$ cat config.mk
export PLATFORM = sky130hd
export DESIGN_NAME = draw_sprite_flat
export DESIGN_NICKNAME = d
export VERILOG_FILES = /design/src/rtl/vga_pkg.sv /design/src/rtl/vga_if.sv /design/src/rtl/vga_delay.sv /design/src/rtl/draw_sprite.sv /design/src/flat_wrapper.sv
export SDC_FILE = /design/constraint.sdc
export NUM_CORES = 1
export LEC_CHECK = 0
export ABC_AREA = 1
export CORE_MARGIN = 2
export CORE_UTILIZATION = 40
export DETAILED_ROUTE_END_ITERATION = 10
export DONT_BUFFER_PORTS = 1
export PLACE_DENSITY = 0.52
export SLEW_MARGIN = 20
export SYNTH_ARGS = -nofsm -noshare
export SYNTH_HDL_FRONTEND = slang
export SYNTH_SLANG_ARGS = --single-unit
$ cat constraint.sdc
create_clock -name clk -period 10.9 [get_ports clk]
set_input_delay 3.27 -clock clk [delete_from_list [all_inputs] [get_ports clk]]
set_output_delay 3.27 -clock clk [all_outputs]
set_load 0.01 [all_outputs]
$ cat src/rtl/vga_pkg.sv
// -----------------------------------------------------------------------------
// vga_pkg
// Types and constants shared by the VGA sprite pipeline.
//   H_ACTIVE / V_ACTIVE : visible area of the 1024x768 timing
//   pos_t               : 11-bit pixel coordinate
//   upd_state_t         : position-update FSM states
//   vga_tim_t           : timing bundle (counts, syncs, blanks) without rgb
//   in_span()           : 12-bit window test that cannot wrap at 2048
// -----------------------------------------------------------------------------
package vga_pkg;

  localparam int H_ACTIVE = 1024;
  localparam int V_ACTIVE = 768;

  typedef logic [10:0] pos_t;

  typedef enum logic [0:0] {
    IDLE    = 1'b0,
    PENDING = 1'b1
  } upd_state_t;

  typedef struct packed {
    pos_t hcount;
    pos_t vcount;
    logic hsync;
    logic vsync;
    logic hblnk;
    logic vblnk;
  } vga_tim_t;

  // True when base <= p < base+len. Done in 12 bits so a window that starts
  // near 2047 is not folded back onto the low columns.
  function automatic logic in_span(input pos_t p, input pos_t base, input int len);
    logic [11:0] lo;
    logic [11:0] hi;
    lo = {1'b0, base};
    hi = lo + 12'(len);
    return ({1'b0, p} >= lo) && ({1'b0, p} < hi);
  endfunction

endpackage

$ cat src/rtl/vga_if.sv
// -----------------------------------------------------------------------------
// vga_if
// One VGA pixel stream: hcount/vcount (11b), hsync/vsync/hblnk/vblnk, rgb (12b).
//   modport in  : consumer side (all inputs)
//   modport out : producer side (all outputs)
// -----------------------------------------------------------------------------
interface vga_if;
  logic [10:0] hcount;
  logic [10:0] vcount;
  logic        hsync;
  logic        vsync;
  logic        hblnk;
  logic        vblnk;
  logic [11:0] rgb;

  modport in  (input  hcount, vcount, hsync, vsync, hblnk, vblnk, rgb);
  modport out (output hcount, vcount, hsync, vsync, hblnk, vblnk, rgb);
endinterface

$ cat src/rtl/vga_delay.sv
// -----------------------------------------------------------------------------
// vga_delay
// N-stage register delay of the VGA timing bundle.
//   clk   : pixel clock
//   rst   : asynchronous active-high reset, clears every stage to 0
//   tim_i : timing bundle in
//   tim_o : timing bundle delayed by N clocks
// -----------------------------------------------------------------------------
module vga_delay
  import vga_pkg::*;
#(
  parameter int N = 2
) (
  input  logic     clk,
  input  logic     rst,
  input  vga_tim_t tim_i,
  output vga_tim_t tim_o
);

  vga_tim_t pipe_q [N];

  always_ff @(posedge clk or posedge rst) begin
    if (rst) begin
      for (int i = 0; i < N; i++) begin
        pipe_q[i] <= '0;
      end
    end else begin
      pipe_q[0] <= tim_i;
      for (int i = 1; i < N; i++) begin
        pipe_q[i] <= pipe_q[i-1];
      end
    end
  end

  assign tim_o = pipe_q[N-1];

endmodule

$ cat src/rtl/draw_sprite.sv
// -----------------------------------------------------------------------------
// draw_sprite
// Overlays a WIDTH x HEIGHT sprite, fetched from an external ROM, onto a VGA
// pixel stream. Two-clock pipeline for every field of the bundle.
//   clk        : pixel clock
//   rst        : asynchronous active-high reset
//   vga_in     : incoming pixel stream (vga_if.in)
//   vga_out    : outgoing pixel stream, 2 clocks behind vga_in (vga_if.out)
//   xpos/ypos  : requested sprite top-left corner
//   pos_valid  : one-cycle strobe capturing xpos/ypos (applied at vblank rise)
//   mirror     : horizontal flip, captured with pos_valid (SPRITE_MIRROR_EN only)
//   rom_addr   : registered ROM read address
//   rom_pixel  : ROM data for rom_addr, sampled one clock after the address
// Build option: define SPRITE_MIRROR_EN to add the mirror port.
// -----------------------------------------------------------------------------
module draw_sprite
  import vga_pkg::*;
#(
  parameter int          WIDTH     = 64,
  parameter int          HEIGHT    = 64,
  parameter logic [11:0] KEY_COLOR = 12'hF0F,
  parameter int          INIT_X    = 0,
  parameter int          INIT_Y    = 0,
  parameter int          AW        = $clog2(WIDTH * HEIGHT)
) (
  input  logic          clk,
  input  logic          rst,
  vga_if.in             vga_in,
  vga_if.out            vga_out,
  input  logic [10:0]   xpos,
  input  logic [10:0]   ypos,
  input  logic          pos_valid,
`ifdef SPRITE_MIRROR_EN
  input  logic          mirror,
`endif
  output logic [AW-1:0] rom_addr,
  input  logic [11:0]   rom_pixel
);

  // ---------------------------------------------------------------------------
  // Timing bundle delay (counts, syncs, blanks)
  // ---------------------------------------------------------------------------
  vga_tim_t tim_in;
  vga_tim_t tim_out;

  assign tim_in = {vga_in.hcount, vga_in.vcount, vga_in.hsync,
                   vga_in.vsync, vga_in.hblnk, vga_in.vblnk};

  vga_delay #(.N(2)) u_delay (
    .clk   (clk),
    .rst   (rst),
    .tim_i (tim_in),
    .tim_o (tim_out)
  );

  // ---------------------------------------------------------------------------
  // Position update FSM: requests are parked until the vblank rising edge
  // ---------------------------------------------------------------------------
  upd_state_t state_q, state_d;
  pos_t       ax_q, ax_d, ay_q, ay_d;     // active position
  pos_t       px_q, px_d, py_q, py_d;     // pending position
  logic       vblnk_q;
  logic       vblnk_rise;
`ifdef SPRITE_MIRROR_EN
  logic       mir_q, mir_d, pmir_q, pmir_d;
`endif

  assign vblnk_rise = vga_in.vblnk & ~vblnk_q;

  // FSM state register
  always_ff @(posedge clk or posedge rst) begin
    if (rst) begin
      state_q <= IDLE;
    end else begin
      state_q <= state_d;
    end
  end

  // FSM next state: a request coinciding with the vblank rise is applied at
  // once, so it never leaves the FSM in PENDING.
  always_comb begin
    state_d = state_q;
    case (state_q)
      IDLE:    state_d = (pos_valid && !vblnk_rise) ? PENDING : IDLE;
      PENDING: state_d = vblnk_rise ? IDLE : PENDING;
      default: state_d = IDLE;
    endcase
  end

  // FSM outputs: next values of the active and pending position registers
  always_comb begin
    ax_d = ax_q;
    ay_d = ay_q;
    px_d = px_q;
    py_d = py_q;
`ifdef SPRITE_MIRROR_EN
    mir_d  = mir_q;
    pmir_d = pmir_q;
`endif
    if (pos_valid && vblnk_rise) begin
      ax_d = xpos;
      ay_d = ypos;
`ifdef SPRITE_MIRROR_EN
      mir_d = mirror;
`endif
    end else if (vblnk_rise && (state_q == PENDING)) begin
      ax_d = px_q;
      ay_d = py_q;
`ifdef SPRITE_MIRROR_EN
      mir_d = pmir_q;
`endif
    end else if (pos_valid) begin
      px_d = xpos;
      py_d = ypos;
`ifdef SPRITE_MIRROR_EN
      pmir_d = mirror;
`endif
    end else begin
      px_d = px_q;
    end
  end

  // Position registers and vblank edge detector
  always_ff @(posedge clk or posedge rst) begin
    if (rst) begin
      ax_q    <= 11'(INIT_X);
      ay_q    <= 11'(INIT_Y);
      px_q    <= 11'(INIT_X);
      py_q    <= 11'(INIT_Y);
      vblnk_q <= 1'b0;
`ifdef SPRITE_MIRROR_EN
      mir_q   <= 1'b0;
      pmir_q  <= 1'b0;
`endif
    end else begin
      ax_q    <= ax_d;
      ay_q    <= ay_d;
      px_q    <= px_d;
      py_q    <= py_d;
      vblnk_q <= vga_in.vblnk;
`ifdef SPRITE_MIRROR_EN
      mir_q   <= mir_d;
      pmir_q  <= pmir_d;
`endif
    end
  end

  // ---------------------------------------------------------------------------
  // Stage 1: hit test and ROM address
  // ---------------------------------------------------------------------------
  logic          hit_s;
  pos_t          hoff, voff, col;
  logic [AW-1:0] addr_s;
  logic [AW-1:0] rom_addr_q, rom_addr_d;
  logic          hit_q;
  logic          blank1_q;
  logic [11:0]   rgb1_q;

  assign hit_s = in_span(vga_in.hcount, ax_q, WIDTH) &&
                 in_span(vga_in.vcount, ay_q, HEIGHT);

  // Offsets are only meaningful when hit_s is set, so 11-bit wrap is harmless.
  assign hoff = vga_in.hcount - ax_q;
  assign voff = vga_in.vcount - ay_q;

`ifdef SPRITE_MIRROR_EN
  assign col = mir_q ? (11'(WIDTH - 1) - hoff) : hoff;
`else
  assign col = hoff;
`endif

  assign addr_s = AW'(32'(voff) * 32'(WIDTH) + 32'(col));

  // Address holds outside the sprite to avoid needless ROM toggling
  always_comb begin
    if (hit_s) begin
      rom_addr_d = addr_s;
    end else begin
      rom_addr_d = rom_addr_q;
    end
  end

  // Stage 1 registers
  always_ff @(posedge clk or posedge rst) begin
    if (rst) begin
      rom_addr_q <= '0;
      hit_q      <= 1'b0;
      blank1_q   <= 1'b0;
      rgb1_q     <= 12'h000;
    end else begin
      rom_addr_q <= rom_addr_d;
      hit_q      <= hit_s;
      blank1_q   <= vga_in.hblnk | vga_in.vblnk;
      rgb1_q     <= vga_in.rgb;
    end
  end

  assign rom_addr = rom_addr_q;

  // ---------------------------------------------------------------------------
  // Stage 2: colour select (blank > opaque sprite pixel > background)
  // ---------------------------------------------------------------------------
  logic [11:0] rgb_out_q, rgb_out_d;

  always_comb begin
    if (blank1_q) begin
      rgb_out_d = 12'h000;
    end else if (hit_q && (rom_pixel != KEY_COLOR)) begin
      rgb_out_d = rom_pixel;
    end else begin
      rgb_out_d = rgb1_q;
    end
  end

  // Stage 2 register
  always_ff @(posedge clk or posedge rst) begin
    if (rst) begin
      rgb_out_q <= 12'h000;
    end else begin
      rgb_out_q <= rgb_out_d;
    end
  end

  assign vga_out.hcount = tim_out.hcount;
  assign vga_out.vcount = tim_out.vcount;
  assign vga_out.hsync  = tim_out.hsync;
  assign vga_out.vsync  = tim_out.vsync;
  assign vga_out.hblnk  = tim_out.hblnk;
  assign vga_out.vblnk  = tim_out.vblnk;
  assign vga_out.rgb    = rgb_out_q;

endmodule

$ cat src/flat_wrapper.sv
// flat-port wrapper written by rule: the top's interface ports become plain ports
module draw_sprite_flat import vga_pkg::*;
#(
  parameter int          WIDTH     = 64,
  parameter int          HEIGHT    = 64,
  parameter logic [11:0] KEY_COLOR = 12'hF0F,
  parameter int          INIT_X    = 0,
  parameter int          INIT_Y    = 0,
  parameter int          AW        = $clog2(WIDTH * HEIGHT)
)
  (clk, rst, xpos, ypos, pos_valid, rom_addr, rom_pixel, vga_in_hcount, vga_in_vcount, vga_in_hsync, vga_in_vsync, vga_in_hblnk, vga_in_vblnk, vga_in_rgb, vga_out_hcount, vga_out_vcount, vga_out_hsync, vga_out_vsync, vga_out_hblnk, vga_out_vblnk, vga_out_rgb);
  vga_if vga_in_i ();
  vga_if vga_out_i ();
  input  logic clk;
  input  logic rst;
  input  logic [10:0] xpos;
  input  logic [10:0] ypos;
  input  logic pos_valid;
  output logic [AW-1:0] rom_addr;
  input  logic [11:0] rom_pixel;
  input wire logic [$bits(vga_in_i.hcount)-1:0] vga_in_hcount;
  input wire logic [$bits(vga_in_i.vcount)-1:0] vga_in_vcount;
  input wire logic [$bits(vga_in_i.hsync)-1:0] vga_in_hsync;
  input wire logic [$bits(vga_in_i.vsync)-1:0] vga_in_vsync;
  input wire logic [$bits(vga_in_i.hblnk)-1:0] vga_in_hblnk;
  input wire logic [$bits(vga_in_i.vblnk)-1:0] vga_in_vblnk;
  input wire logic [$bits(vga_in_i.rgb)-1:0] vga_in_rgb;
  output wire logic [$bits(vga_out_i.hcount)-1:0] vga_out_hcount;
  output wire logic [$bits(vga_out_i.vcount)-1:0] vga_out_vcount;
  output wire logic [$bits(vga_out_i.hsync)-1:0] vga_out_hsync;
  output wire logic [$bits(vga_out_i.vsync)-1:0] vga_out_vsync;
  output wire logic [$bits(vga_out_i.hblnk)-1:0] vga_out_hblnk;
  output wire logic [$bits(vga_out_i.vblnk)-1:0] vga_out_vblnk;
  output wire logic [$bits(vga_out_i.rgb)-1:0] vga_out_rgb;
  assign vga_in_i.hcount = vga_in_hcount;
  assign vga_in_i.vcount = vga_in_vcount;
  assign vga_in_i.hsync = vga_in_hsync;
  assign vga_in_i.vsync = vga_in_vsync;
  assign vga_in_i.hblnk = vga_in_hblnk;
  assign vga_in_i.vblnk = vga_in_vblnk;
  assign vga_in_i.rgb = vga_in_rgb;
  assign vga_out_hcount = vga_out_i.hcount;
  assign vga_out_vcount = vga_out_i.vcount;
  assign vga_out_hsync = vga_out_i.hsync;
  assign vga_out_vsync = vga_out_i.vsync;
  assign vga_out_hblnk = vga_out_i.hblnk;
  assign vga_out_vblnk = vga_out_i.vblnk;
  assign vga_out_rgb = vga_out_i.rgb;
  draw_sprite #(.WIDTH(WIDTH), .HEIGHT(HEIGHT), .KEY_COLOR(KEY_COLOR), .INIT_X(INIT_X), .INIT_Y(INIT_Y), .AW(AW)) u_core (.clk(clk), .rst(rst), .vga_in(vga_in_i), .vga_out(vga_out_i), .xpos(xpos), .ypos(ypos), .pos_valid(pos_valid), .rom_addr(rom_addr), .rom_pixel(rom_pixel));
endmodule
* Yosys cells after proc, flatten, opt, wreduce, memory -nomap -nowiden
Cells that the tools add are included.
** Cells by class
- Add/sub/neg operators :: 5
- Multipliers :: 0
- Div/mod/pow operators :: 0
- $lt $le $gt $ge :: 4
- Eq/ne operators :: 1
- Shift operators :: 0
- Multiplexer cells :: 9
- Bitwise logic cells :: 6
- Reductions and logical operators :: 10
** Operators with widths (number)
- $mux W11 :: 4
- $add A11 B7 Y12 const B :: 2
- $lt A11 B12 Y1 :: 2
- $mux W12 :: 2
- $ge A11 B11 Y1 :: 2
- $add A12 B11 Y12 :: 1
- $ne A12 B12 Y1 const B :: 1
- $sub A11 B11 Y11 :: 1
- $logic_and A1 B1 Y1 :: 7
- $sub A6 B6 Y6 :: 1
- $not A1 Y1 :: 4
- $reduce_and A3 Y1 :: 1
- $mux W1 :: 2
- $pmux W1 S2 :: 1
- $reduce_bool A2 Y1 :: 1
- $and A1 B1 Y1 :: 1
- $logic_not A1 Y1 :: 1
- $or A1 B1 Y1 :: 1
** Word-level totals
- Register bits :: 135
- Bits in latches :: 0
- Memory bits (writable) :: 0
- Memory bits (read-only) :: 0
- Input bits :: 75
- Output and inout bits :: 50
- Logic and storage cells :: 57
- Memories :: 0

* Longest topological paths before layout
- Word-level depth :: 6
- Depth in mapped cells :: 19
- Depth with buffers taken out :: 19

* Cells and area by module
A second synthesis with hierarchy kept.
** Unflattened totals
- Cell total of the unflattened synthesis :: 706
- Area total of the unflattened synthesis :: 6448.7 um^2
** Modules (own cells, without submodules)
- draw_sprite :: times used 1, cells an instance 627, area an instance 4948.5 um^2, sequential area each 2102.0 um^2
- vga_delay :: times used 1, cells an instance 79, area an instance 1500.2 um^2, sequential area each 1301.2 um^2

* Worst setup path before layout
OpenSTA, ideal clock, no wires.
- Kind :: input-to-reg
- Start point :: in vga_in_hcount[0]
- End point :: reg u_core.rom_addr_q[11], in the netlist u_core.rom_addr[11]
- Setup time :: 0.117 ns
- Arrival :: 5.345 ns
- Required time :: 10.783 ns
- Setup slack :: 5.438 ns
- Cell stages on the path :: 19
- Path buffers :: 0
- Cell sequence :: inv_1 -> ha_1 -> fa_1 -> inv_1 -> nand2_1 -> nand2_1 -> nand3_1 -> nand2_1 -> a21boi_1 -> xnor2_1 -> ha_1 -> a21oi_1 -> o21ai_0 -> nor2_1 -> inv_1 -> nand2_1 -> nand2_1 -> nand3_1 -> nand2_1
** Between the ends
- Longest elaborated chain between the ends :: 3
- Elaborated cells on any way between the ends :: 6
- Classes of those cells :: add/sub: 2; order compare: 2; reduce/logical: 2
** Ends and longest elaborated chain
- start: declaration :: line flat_wrapper.sv:21 : input wire logic [$bits(vga_in_i.hcount)-1:0] vga_in_hcount;
- branches (longest 3 deep; another with $add A12 B11 Y12)
- end signal: assignment :: line draw_sprite.sv:191 : rom_addr_q <= rom_addr_d;
- end: declaration :: line draw_sprite.sv:154 : logic [AW-1:0] rom_addr_q, rom_addr_d;
Several ways; the timed one is not identified.
A chain may end at the register's enable or synchronous reset.

* Worst setup path after layout
Ends and elaborated chain as after synthesis.

==> results_tabular.tex <==
\begin{tabular}{lr}
\hline
Metric & Value \\
\hline
\multicolumn{2}{l}{\textbf{Clock tree}} \\
\quad CTS tree & done \\
\quad CTS-repair resized insts & 0 \\
\quad Hold buffer count at cts & 0 \\
\quad Root buffer cell & sky130\_fd\_sc\_hd\_\_clkbuf\_16 \\
\quad H-tree lvl count & 4 \\
\quad Number of buffers created by CTS & 17 \\
\quad Number of buffers between clock root and the deepest sink & 2 \\
\quad Post-CTS setup buffers & 0 \\
\quad Later-pin clock latency in the skew report & 420 ps \\
\quad Clock sink count & 135 \\
\quad Worst-path clk slew & 60 ps \\
\multicolumn{2}{l}{\textbf{Place}} \\
\quad Placed instance count & between 800 and 900 \\
\quad Worst setup timing slack at the placement stage & 5190 ps \\
\quad Port-buffer cells & 0 \\
\quad RD Place Congestion & approximately 0.80 \\
\quad Sum of net half-perimeters after detailed placement & 9450 µm \\
\multicolumn{2}{l}{\textbf{Timing}} \\
\quad Final max-slew violation count & 0 \\
\quad Final cycle utilization of the critical path & 0.484 \\
\quad Worst Tran Pin Value & 787 ps \\
\quad Headroom to the max-slew limit & 0.474 \\
\quad Final hold vios & 0 \\
\quad Maximum clock frequency & between 150 and 200 MHz \\
\quad Setup Viol. Count Final & 0 \\
\quad Sum of negative setup slack & 0 ps \\
\quad Setup repair after global routing missed its margin & false \\
\quad Final period demand of the worst path & roughly 5300 ps \\
\quad Fin worst setup slack & 5620 ps \\
\quad Worst setup skew after layout & 14.8 ps \\
\multicolumn{2}{l}{\textbf{Run status}} \\
\quad Result of the run & completed \\
\multicolumn{2}{l}{\textbf{Detailed routing}} \\
\quad Antenna violation net count after detailed routing & 0 \\
\quad Total length of routed wires & 12500 µm \\
\quad Drc violations & 0 \\
\quad Initial drt markers & 173 \\
\quad Average wire per standard cell & $\sim$14 µm \\
\quad Total vias in the final route & 4253 \\
\quad Vias per cell & 4.62 \\
\quad Number of iterations in the first detailed-routing pass & 4 \\
\multicolumn{2}{l}{\textbf{Yosys}} \\
\quad Yosys warns & 0 \\
\quad Flip-flop and latch count after synthesis & about 140 \\
\quad Synthesized area & roughly 6400 µm² \\
\quad Post-synthesis async set-or-reset flop share & 1.00 \\
\quad Cell taking the most area after synthesis & sky130\_fd\_sc\_hd\_\_dfrtp\_1 \\
\quad Count of different cell masters after synthesis & 33 \\
\quad Most repeated cell in the gate-level netlist after synthesis & sky130\_fd\_sc\_hd\_\_nand2\_1 \\
\quad Area contributors post-synth & sky130\_fd\_sc\_hd\_\_dfrtp\_1 52\%, sky130\_fd\_sc\_hd\_\_nand2\_1 10\%, sky130\_fd\_sc\_hd\_\_ha\_1 7.6\% \\
\quad Number of flops mapped to enable cells by yosys & 0 \\
\quad Net Count, Synth & 831 \\
\quad Mean post-synth cell area & 9.01 µm² \\
\quad Sequential cell area fraction in the yosys report & 0.525 \\
\quad Leading register cell type out of synthesis & sky130\_fd\_sc\_hd\_\_dfrtp\_1 \\
\quad Most numerous cell types in the synthesized netlist & 178 x sky130\_fd\_sc\_hd\_\_nand2\_1, 135 x sky130\_fd\_sc\_hd\_\_dfrtp\_1, 83 x sky130\_fd\_sc\_hd\_\_inv\_1, 39 x sky130\_fd\_sc\_hd\_\_ha\_1, 38 x sky130\_fd\_sc\_hd\_\_o21ai\_0 \\
\quad Number of standard cells after synthesis & 714 \\
\quad Area share of the largest cell type after synthesis & 0.525 \\
\multicolumn{2}{l}{\textbf{GRT}} \\
\quad Grt ovf & 0 \\
\quad Largest net degree at the start of global routing & 85 \\
\quad Global-route wire length before repair & 20200 µm \\
\quad Antenna violations before repair & 0 \\
\quad Total routing usage reported by global routing & 0.154 \\
\quad Number of global-route vias before repair & around 4100 \\
\multicolumn{2}{l}{\textbf{Die}} \\
\quad Total number of placement rows & 46 \\
\quad Io pins & between 100 and 150 \\
\quad Initial core utilization & 0.407 \\
\quad Width of the die & 131 µm \\
\quad Die outline area & 17100 µm² \\
\quad Floorplan die height & around 130 µm \\
\quad Core area & 15800 µm² \\
\multicolumn{2}{l}{\textbf{Worst setup path}} \\
\quad Arrival time at the worst endpoint & $\sim$5600 ps \\
\quad Critical-path maximum fanout & 4 \\
\quad Endpoint kind of the worst setup timing path & register \\
\quad Setup crit start kind & primary input \\
\quad Data required, critical path & roughly 11000 ps \\
\quad Critical path class & primary input to register \\
\multicolumn{2}{l}{\textbf{Power and ir drop}} \\
\quad Total power density per cell area & 218 nW/µm² \\
\quad Final Power & between 0.0015 and 0.002 W \\
\quad VDD IR-drop max & 0.119 mV \\
\quad Cell internal pwr & 0.00105 W \\
\quad Clock network power share & 0.359 \\
\quad Reg power frac & 0.404 \\
\quad Reported leakage power & 3.51 nW \\
\quad Net switching power & 0.000488 W \\
\quad Share of total power consumed by net switching & 0.318 \\
\quad Logic pwr share & 0.237 \\
\multicolumn{2}{l}{\textbf{Final layout}} \\
\quad Fraction of layout instances using a drive strength above 1 & 0.0766 \\
\quad Non-filler cells in the finished layout & 921 \\
\quad Final \#Nets & 809 \\
\quad Final standard cell utilization of the core & 0.445 \\
\quad Final-layout fill cell count & 1553 \\
\quad Multi-input logic area & around 2400 µm² \\
\quad Count of inserted antenna diode cells & 0 \\
\quad Flip-flop and latch area & 3380 µm² \\
\quad Synth-to-layout area growth & 9.39\% \\
\multicolumn{2}{l}{\textbf{Flow run}} \\
\quad Number of max-capacitance violations reported & 0 \\
\multicolumn{2}{l}{\textbf{Min path}} \\
\quad Class of the tightest hold or removal check & register to register \\
\hline
\end{tabular}
-- placed cells by master, fill, tap and decap left out, types with 3 or more instances in the layout --
cell / netlist / routed
sky130_fd_sc_hd__dfrtp_1: 135 / 135
sky130_fd_sc_hd__xor2_1: 12 / 12
sky130_fd_sc_hd__clkinvlp_4: 0 / 4
sky130_fd_sc_hd__a21o_1: 4 / 4
sky130_fd_sc_hd__nand3_1: 36 / 36
sky130_fd_sc_hd__nand2_1: 178 / 176
sky130_fd_sc_hd__nor2_1: 36 / 36
sky130_fd_sc_hd__clkbuf_16: 0 / 17
sky130_fd_sc_hd__o21ai_0: 38 / 38
sky130_fd_sc_hd__ha_1: 39 / 39
sky130_fd_sc_hd__nand3_2: 3 / 3
sky130_fd_sc_hd__inv_1: 83 / 82
sky130_fd_sc_hd__inv_2: 11 / 11
sky130_fd_sc_hd__o21ai_1: 31 / 31
sky130_fd_sc_hd__nor4_1: 3 / 3
sky130_fd_sc_hd__nand3b_1: 5 / 5
sky130_fd_sc_hd__xnor2_1: 9 / 9
sky130_fd_sc_hd__clkinv_2: 0 / 4
sky130_fd_sc_hd__a21oi_1: 29 / 29
sky130_fd_sc_hd__fa_1: 3 / 3
-- power by group through the flow --
stage	clock (W)	sequential, W	combinational, W
after floorplan	0	0.000610	0.000312
after global placement	0	0.000627	0.000358
after detailed placement	0	0.000629	0.000366
after CTS	0.000567	0.000620	0.000368
after global routing	0.000592	0.000629	0.000427
final	0.000551	0.000619	0.000363
-- worst max-delay path: stages --
cell and delay [ps]:
sky130_fd_sc_hd__inv_1 20, sky130_fd_sc_hd__ha_1 210, sky130_fd_sc_hd__fa_1 410, sky130_fd_sc_hd__inv_1 90
sky130_fd_sc_hd__nand2_1 50, sky130_fd_sc_hd__nand2_1 70, sky130_fd_sc_hd__nand3_1 90, sky130_fd_sc_hd__nand2_1 100
sky130_fd_sc_hd__a21boi_1 80, sky130_fd_sc_hd__xnor2_1 130, sky130_fd_sc_hd__ha_1 350, sky130_fd_sc_hd__a21oi_1 170
sky130_fd_sc_hd__o21ai_0 90, sky130_fd_sc_hd__nor2_1 140, sky130_fd_sc_hd__inv_1 60, sky130_fd_sc_hd__nand2_1 60
sky130_fd_sc_hd__nand2_1 50, sky130_fd_sc_hd__nand3_1 70, sky130_fd_sc_hd__nand2_1 50
-- sequential cells by signal, summed over array words and instances (netlist names) --
signal,cells
u_core.u_delay.tim_o,26
u_core.u_delay.pipe_q,25
u_core.rgb1_q,12
u_core.rom_addr,12
u_core.vga_out.rgb,12
u_core.ax_q,11
u_core.ay_q,11
u_core.px_q,11
u_core.py_q,11
u_core.blank1_q,1
u_core.hit_q,1
u_core.state_q,1
u_core.vblnk_q,1
-- cells by family (layout without fill, tap and decap cells) --
kind of cell	count (synthesis)	in the layout	share of synthesized area
buffers and inverters	138	129	0.0966
flip-flops	135	135	0.525
AND/OR/NAND/NOR	272	272	0.179
AO/OA/AOI/OAI	106	106	0.0857
XOR/XNOR	21	21	0.0286
adder cells (fa/ha/maj)	42	42	0.0852
-- layout make-up --
| cell class | count | area share |
|---|---|---|
| Sequential cell | 135 | 0.480 |
| Multi-Input combinational cell | 441 | 0.347 |
| Clock buffer | 20 | 0.0635 |
| Inverter | 96 | 0.0519 |
| Tap cell | 216 | 0.0384 |
| Clock inverter | 12 | 0.0181 |
| Timing Repair Buffer | 1 | 0.00160 |
-- worst paths after layout --
kind	start	slack [ps]	endpoint	cells after the start
min in group asynchronous	rst	2740	u_core.rom_addr[4]	1
max in group asynchronous	rst	7050	u_core.ax_q[9]	2
worst min-delay path	u_core.u_delay.pipe_q[42]	350	u_core.u_delay.tim_o[16]	0
worst max-delay path	vga_in_hcount[0]	5620	u_core.rom_addr[11]	19
worst max register to register	u_core.ax_q[0]	8060	u_core.rom_addr[11]	18
worst min register to register	u_core.u_delay.pipe_q[42]	350	u_core.u_delay.tim_o[16]	0
-- per-layer routing --
| layer | global-route usage | vias up | wire length (µm) |
|---|---|---|---|
| li1 | - | 2185 | - |
| met1 | 0.213 | 1941 | 6060 |
| met2 | 0.225 | 113 | 5360 |
| met3 | 0.0509 | 14 | 887 |
| met4 | 0.0607 | 0 | 193 |
| met5 | 0 | - | 0 |
-- stage by stage --
step                      hold slack [ps]  cell area [µm²]
after detailed placement              335             6460
after global routing                  350             7040
after CTS                             347             7030
final                                 346             7040
after floorplan                       331             6430
after global placement                332             6460
(Power assumes the default switching activity.)
